**config.mk**
```make
export PLATFORM = sky130hd
export DESIGN_NAME = pa_sysmap_tcipif_master
export DESIGN_NICKNAME = d
export VERILOG_FILES = /design/src/rtl/pa_sysmap_tcipif_master.sv
export SDC_FILE = /design/constraint.sdc
export NUM_CORES = 1
export LEC_CHECK = 0
export BUFFER_PORTS_ARGS = -buffer_cell sky130_fd_sc_hd__buf_2
export CAP_MARGIN = 10
export CORE_MARGIN = 10
export CORE_UTILIZATION = 40
export CTS_CLUSTER_DIAMETER = 150
export DETAILED_ROUTE_END_ITERATION = 8
export GPL_TIMING_DRIVEN = 0
export MAX_ROUTING_LAYER = met4
export PLACE_DENSITY = 0.71
export SYNTH_ARGS = -nofsm -noshare
export SYNTH_HDL_FRONTEND = slang
export SYNTH_SLANG_ARGS = --single-unit
```
**constraint.sdc**
```tcl
create_clock -name forever_cpuclk -period 2.62 [get_ports forever_cpuclk]
set_clock_uncertainty 0.1 [all_clocks]
set_input_delay 0 -clock forever_cpuclk [delete_from_list [all_inputs] [get_ports forever_cpuclk]]
set_output_delay 0 -clock forever_cpuclk [all_outputs]
set_load 0.005 [all_outputs]
```
**src/rtl/pa_sysmap_tcipif_master.sv**
```systemverilog
// TCIPIF initiator for the system-map block: one bus transaction per request,
// with cycle timeout and alignment check folded into the response error flag.
module pa_sysmap_tcipif_master #(
    parameter int unsigned TIMEOUT_CYC = 255,
    parameter int unsigned CNT_W       = 8
) (
    input  logic        forever_cpuclk,
    input  logic        cpurst,
    input  logic        req_vld,
    output logic        req_rdy,
    input  logic        req_write,
    input  logic [15:0] req_addr,
    input  logic [31:0] req_wdata,
    output logic        rsp_vld,
    input  logic        rsp_rdy,
    output logic [31:0] rsp_rdata,
    output logic        rsp_err,
    output logic        tcipif_sysmap_sel,
    output logic [15:0] tcipif_sysmap_addr,
    output logic        tcipif_sysmap_write,
    output logic [31:0] tcipif_sysmap_wdata,
    input  logic        sysmap_tcipif_cmplt,
    input  logic [31:0] sysmap_tcipif_rdata
);

    // With the timeout disabled the counter saturates at all-ones instead.
    localparam bit               LP_TO_EN = (TIMEOUT_CYC != 0);
    localparam logic [CNT_W-1:0] LP_CMP   = (TIMEOUT_CYC == 0) ? {CNT_W{1'b1}}
                                                               : CNT_W'(TIMEOUT_CYC - 1);

    typedef enum logic [1:0] {
        ST_IDLE = 2'd0,
        ST_BUSY = 2'd1,
        ST_RESP = 2'd2
    } state_t;

    state_t           r_state;
    state_t           w_state_nxt;
    logic [CNT_W-1:0] r_cnt;
    logic [CNT_W-1:0] w_cnt_nxt;

    logic        r_req_rdy;
    logic        r_rsp_vld;
    logic [31:0] r_rsp_rdata;
    logic        r_rsp_err;
    logic        r_sel;
    logic [15:0] r_addr;
    logic        r_write;
    logic [31:0] r_wdata;

    logic [31:0] w_rdata_nxt;
    logic        w_err_nxt;
    logic [15:0] w_addr_nxt;
    logic        w_write_nxt;
    logic [31:0] w_wdata_nxt;

    // Next-state and next-value logic for every registered output.
    always_comb begin
        w_state_nxt = r_state;
        w_cnt_nxt   = r_cnt;
        w_rdata_nxt = r_rsp_rdata;
        w_err_nxt   = r_rsp_err;
        w_addr_nxt  = r_addr;
        w_write_nxt = r_write;
        w_wdata_nxt = r_wdata;

        case (r_state)
            ST_IDLE: begin
                if (req_vld && r_req_rdy) begin
                    if (req_addr[1:0] == 2'b00) begin
                        w_addr_nxt  = req_addr;
                        w_write_nxt = req_write;
                        w_wdata_nxt = req_wdata;
                        w_cnt_nxt   = '0;
                        w_state_nxt = ST_BUSY;
                    end else begin
                        w_err_nxt   = 1'b1;
                        w_rdata_nxt = 32'd0;
                        w_state_nxt = ST_RESP;
                    end
                end
            end
            ST_BUSY: begin
                // Completion takes priority over a timeout in the same cycle.
                if (sysmap_tcipif_cmplt) begin
                    w_rdata_nxt = r_write ? 32'd0 : sysmap_tcipif_rdata;
                    w_err_nxt   = 1'b0;
                    w_state_nxt = ST_RESP;
                end else begin
                    if (r_cnt != LP_CMP) begin
                        w_cnt_nxt = r_cnt + CNT_W'(1);
                    end
                    if (LP_TO_EN && (r_cnt == LP_CMP)) begin
                        w_err_nxt   = 1'b1;
                        w_rdata_nxt = 32'd0;
                        w_state_nxt = ST_RESP;
                    end
                end
            end
            ST_RESP: begin
                if (rsp_rdy) begin
                    w_state_nxt = ST_IDLE;
                end
            end
            default: begin
                w_state_nxt = ST_IDLE;
            end
        endcase
    end

    // State register; handshake and select outputs are decoded from the next state.
    always_ff @(posedge forever_cpuclk) begin
        if (cpurst) begin
            r_state     <= ST_IDLE;
            r_cnt       <= '0;
            r_req_rdy   <= 1'b0;
            r_rsp_vld   <= 1'b0;
            r_rsp_rdata <= 32'd0;
            r_rsp_err   <= 1'b0;
            r_sel       <= 1'b0;
            r_addr      <= 16'd0;
            r_write     <= 1'b0;
            r_wdata     <= 32'd0;
        end else begin
            r_state     <= w_state_nxt;
            r_cnt       <= w_cnt_nxt;
            r_req_rdy   <= (w_state_nxt == ST_IDLE);
            r_rsp_vld   <= (w_state_nxt == ST_RESP);
            r_rsp_rdata <= w_rdata_nxt;
            r_rsp_err   <= w_err_nxt;
            r_sel       <= (w_state_nxt == ST_BUSY);
            r_addr      <= w_addr_nxt;
            r_write     <= w_write_nxt;
            r_wdata     <= w_wdata_nxt;
        end
    end

    assign req_rdy             = r_req_rdy;
    assign rsp_vld             = r_rsp_vld;
    assign rsp_rdata           = r_rsp_rdata;
    assign rsp_err             = r_rsp_err;
    assign tcipif_sysmap_sel   = r_sel;
    assign tcipif_sysmap_addr  = r_addr;
    assign tcipif_sysmap_write = r_write;
    assign tcipif_sysmap_wdata = r_wdata;

endmodule
```
==> results by group <==
Routing
  • DR vias: 3,645
  • WL/cell: around 17 um
  • DR vias/cell: 4.97
  • Drt pass-1 iters: 4
  • Final ANT Viol Nets: 0
  • Final WL: 12.2 mm
  • DR iter-0 viols: about 230
  • # DRC: 0

Placed design
  • PortBufs: ~170
  • Hpwl dp: 8.15 mm
  • Placed Instances: between 600 and 700
  • Place WS: ~730 ps
  • RePlAce Congestion: 0.819

Critical path
  • Crit Path Max Fanout: 10
  • R2R cell count: 7
  • Worst r2r src: r_cnt[0]
  • Crit Path Class: reg2reg
  • FF-to-FF setup slack: slightly below 700 ps
  • Required @ worst endpoint: ~2800 ps
  • Critical path launch point type: flop
  • Worst r2r dst: rsp_rdata[16]
  • Critical Path AT: about 2100 ps
  • CP endpoint kind: flop

Clock tree
  • Clock Tree Buf Depth: 2
  • Cts bufs inserted: 9
  • Clk root buf: clkbuf_8
  • H-tree Lvls: 3
  • Post-CTS Resized: 0
  • Hold_buf cts: 80
  • Clock Sinks: 95
  • Post CTS Setup Buffer Count: 0
  • Clock latency on the worst-skew pair: roughly 360 ps
  • TritonCTS clock tree: built
  • Clock-pin transition on the worst setup and hold timing paths: 90 ps

Yosys
  • Synth Area in Simple Gates: between 10% and 20%
  • Post-Synth Adder-Cell Area: less than 1%
  • Synth Area in Compound Gates: between 20% and 30%
  • Cells after synthesis: around 360
  • Post-synthesis sequential area ratio: a little under three fifths
  • XOR/XNOR Fraction of Synth Area: 0%
  • Mapped Avg Cell Area: about 9.5 um^2
  • Largest family of logic cells by synthesized area: compound AO/OA/AOI/OAI gates
  • Synth Register Bits: between 90 and 100
  • Synth Net Count: 452
  • Yosys Warn Count: 0
  • Synth unique cells: 43
  • Post-Syn Area: 3450 um^2
  • Multiplexer area fraction after synthesis: less than 1%

Cells and area
  • Filler instances: 650
  • Sequential Area: 1900 um^2
  • Layout area overhead: 57.6%
  • Area of the multi-input gates: around 1400 um^2
  • Share of post-route cells with drive strength above 1: 33.4%
  • Fin nets: slightly above 700
  • Non-filler instance count after layout: roughly 730
  • Antenna Cells: 0

Floorplan
  • Number of I/O pins: ~170
  • Die width: roughly 110 um
  • Std-Cell Rows: 33
  • Die height: approximately 110 um
  • Die ar.: ~13,000 um^2
  • Core area: between 8000 and 9000 um^2
  • Initial Util: about two fifths

Global route
  • Vias in the first global route: 3,911
  • GRT Overall Usage: between 15 and 20%
  • Global-route wire length before repair: 19.8 mm
  • Initial antenna violation count: 0
  • Total gr overflow: 0
  • Largest net degree at the start of global routing: 18

Timing
  • Highest Clock Rate: slightly above 0.5 GHz
  • Final slew viol count: 0
  • Period Utilization, post-route: roughly 73%
  • RSZ-0062 raised after global routing: false
  • Final WS setup: 696 ps
  • Slew margin rel.: 67.0%
  • Min cycle time layout: slightly below 2000 ps
  • Worst Max-Slew Pin Slew: slightly below 500 ps
  • Setup violators final: 0
  • Final Hold Violating Endpoints: 0
  • Setup TNS: 0 ps
  • Hold Slack: around 30 ps

Job
  • MaxCap Viol Count: 0

Pwr
  • Pwr Density: approximately 520 nW/um^2
  • P_leak: about 2.5 nW
  • Max VDD drop: between 0.0003 and 0.0004 V

Min path
  • Hold Crit Endpoint: r_state[1]
  • Worst Hold Depth: 4
  • Tightest Hold Check Type: in2reg
  • Hold Crit Start: rsp_rdy

Outcome
  • Status: completed
## worst max path at each step
| stage | from | to | slack (ps) | cells past startpoint |
|---|---|---|---|---|
| after floorplan | r_cnt[1] | rsp_rdata[0] | 1040 | 6 |
| after global placement | r_cnt[1] | r_cnt[2] | 770 | 5 |
| after detailed placement | r_cnt[0] | rsp_rdata[15] | 730 | 7 |
| after CTS | r_cnt[0] | rsp_rdata[15] | 700 | 7 |
| after global routing | r_cnt[1] | r_cnt[2] | 540 | 5 |
| final | r_cnt[0] | rsp_rdata[16] | 700 | 7 |
## cells in the mapped netlist (all sizes together)
cell       n  area share, %
a22o      32            8.1
clkbuf    11            1.2
ha         2           0.72
buf       16            3.9
and2       1           0.18
a21o       2           0.43
nand4      2           0.54
and3       2           0.36
mux2       1           0.33
a21oi     50            7.4
o31ai      2           0.43
a211o      1           0.25
nand3      6           0.87
o211ai     2           0.43
o2bb2ai    1           0.25
a221oi     3           0.76
o32ai      1           0.25
nor4       1           0.36
nand2    100             11
o21ai      6           0.98
nor2b      2           0.36
or4        1           0.22
dfxtp     95             55
nor3       3            1.1
a31oi      2           0.36
nand4b     1           0.25
and4       1           0.25
inv        3           0.33
nor3b      5            1.2
nor2       3           0.33
a41oi      1           0.25
nor4b      1           0.69
o21a       2           0.43
a211oi     2           0.43
## metal layers
metal  routed length (um)  share of wire [%]  vias up  GRT usage, %
li1                     -                  -     1791             -
met5                    0                  0        -             -
met4                  230                1.9        0          6.60
met3                 1360                 11       21          8.19
met1                 5130                 42     1656          21.3
met2                 5520                 45      177          30.6
## worst max-delay path, cell delays in order (launching register included)
cell	delay, ps
dfxtp_1	440
inv_1	70
ha_1	210
nand3_1	220
o21ai_2	120
a21oi_2	320
buf_6	200
a22o_1	170
## placed cells by master (no fill, tap or decap), drive strengths merged, types with 3 or more instances in the layout
cell type	instances
a21oi	50
a221oi	3
a22o	32
buf	184
clkbuf	21
dfxtp	95
dlygate4sd3	80
inv	6
nand2	100
nand3	6
nor2	3
nor3	3
nor3b	5
o21ai	6
## per-stage QoR
| step | total power [mW] | area, um^2 | utilization [%] |
|---|---|---|---|
| 2_1_floorplan | 1.62 | 3450 | - |
| 3_3_place_gp | 1.73 | 4420 | 53.3 |
| 3_5_place_dp | 1.74 | 4420 | 53.3 |
| 4_1_cts | 2.85 | 5440 | 65.5 |
| 5_1_grt | 2.96 | 5440 | 65.5 |
| 6_report | 2.83 | 5440 | 65.5 |
## kinds of logic after synthesis
kind of cell / count (synthesis)
simple gates: 129
flops: 95
buf+inv: 30
compound gates: 107
fa+ha+maj: 2
mux: 1
## final cells by class
| class | count | share of cell area, % |
|---|---|---|
| buffer | 27 | 3.27 |
| clock buffer | 10 | 2.53 |
| clock inverter | 6 | 1.40 |
| inverter | 3 | 0.207 |
| multi-input combinational | 239 | 25.0 |
| sequential | 95 | 35.0 |
| tap | 105 | 2.42 |
| timing repair buffer | 248 | 30.2 |
## power breakdown
part,internal (mW),switching (mW),total [mW]
combinational,0.181,0.135,0.316
sequential,1.47,0.0198,1.49
clock,0.484,0.538,1.02
## flip-flops by register name (all words and copies together) (netlist names)
name	cells
rsp_err	1
tcipif_sysmap_write	1
r_state	2
req_rdy	1
tcipif_sysmap_wdata	32
rsp_vld	1
rsp_rdata	32
r_cnt	8
tcipif_sysmap_addr	16
tcipif_sysmap_sel	1
Power figures use the tool's default switching activity.
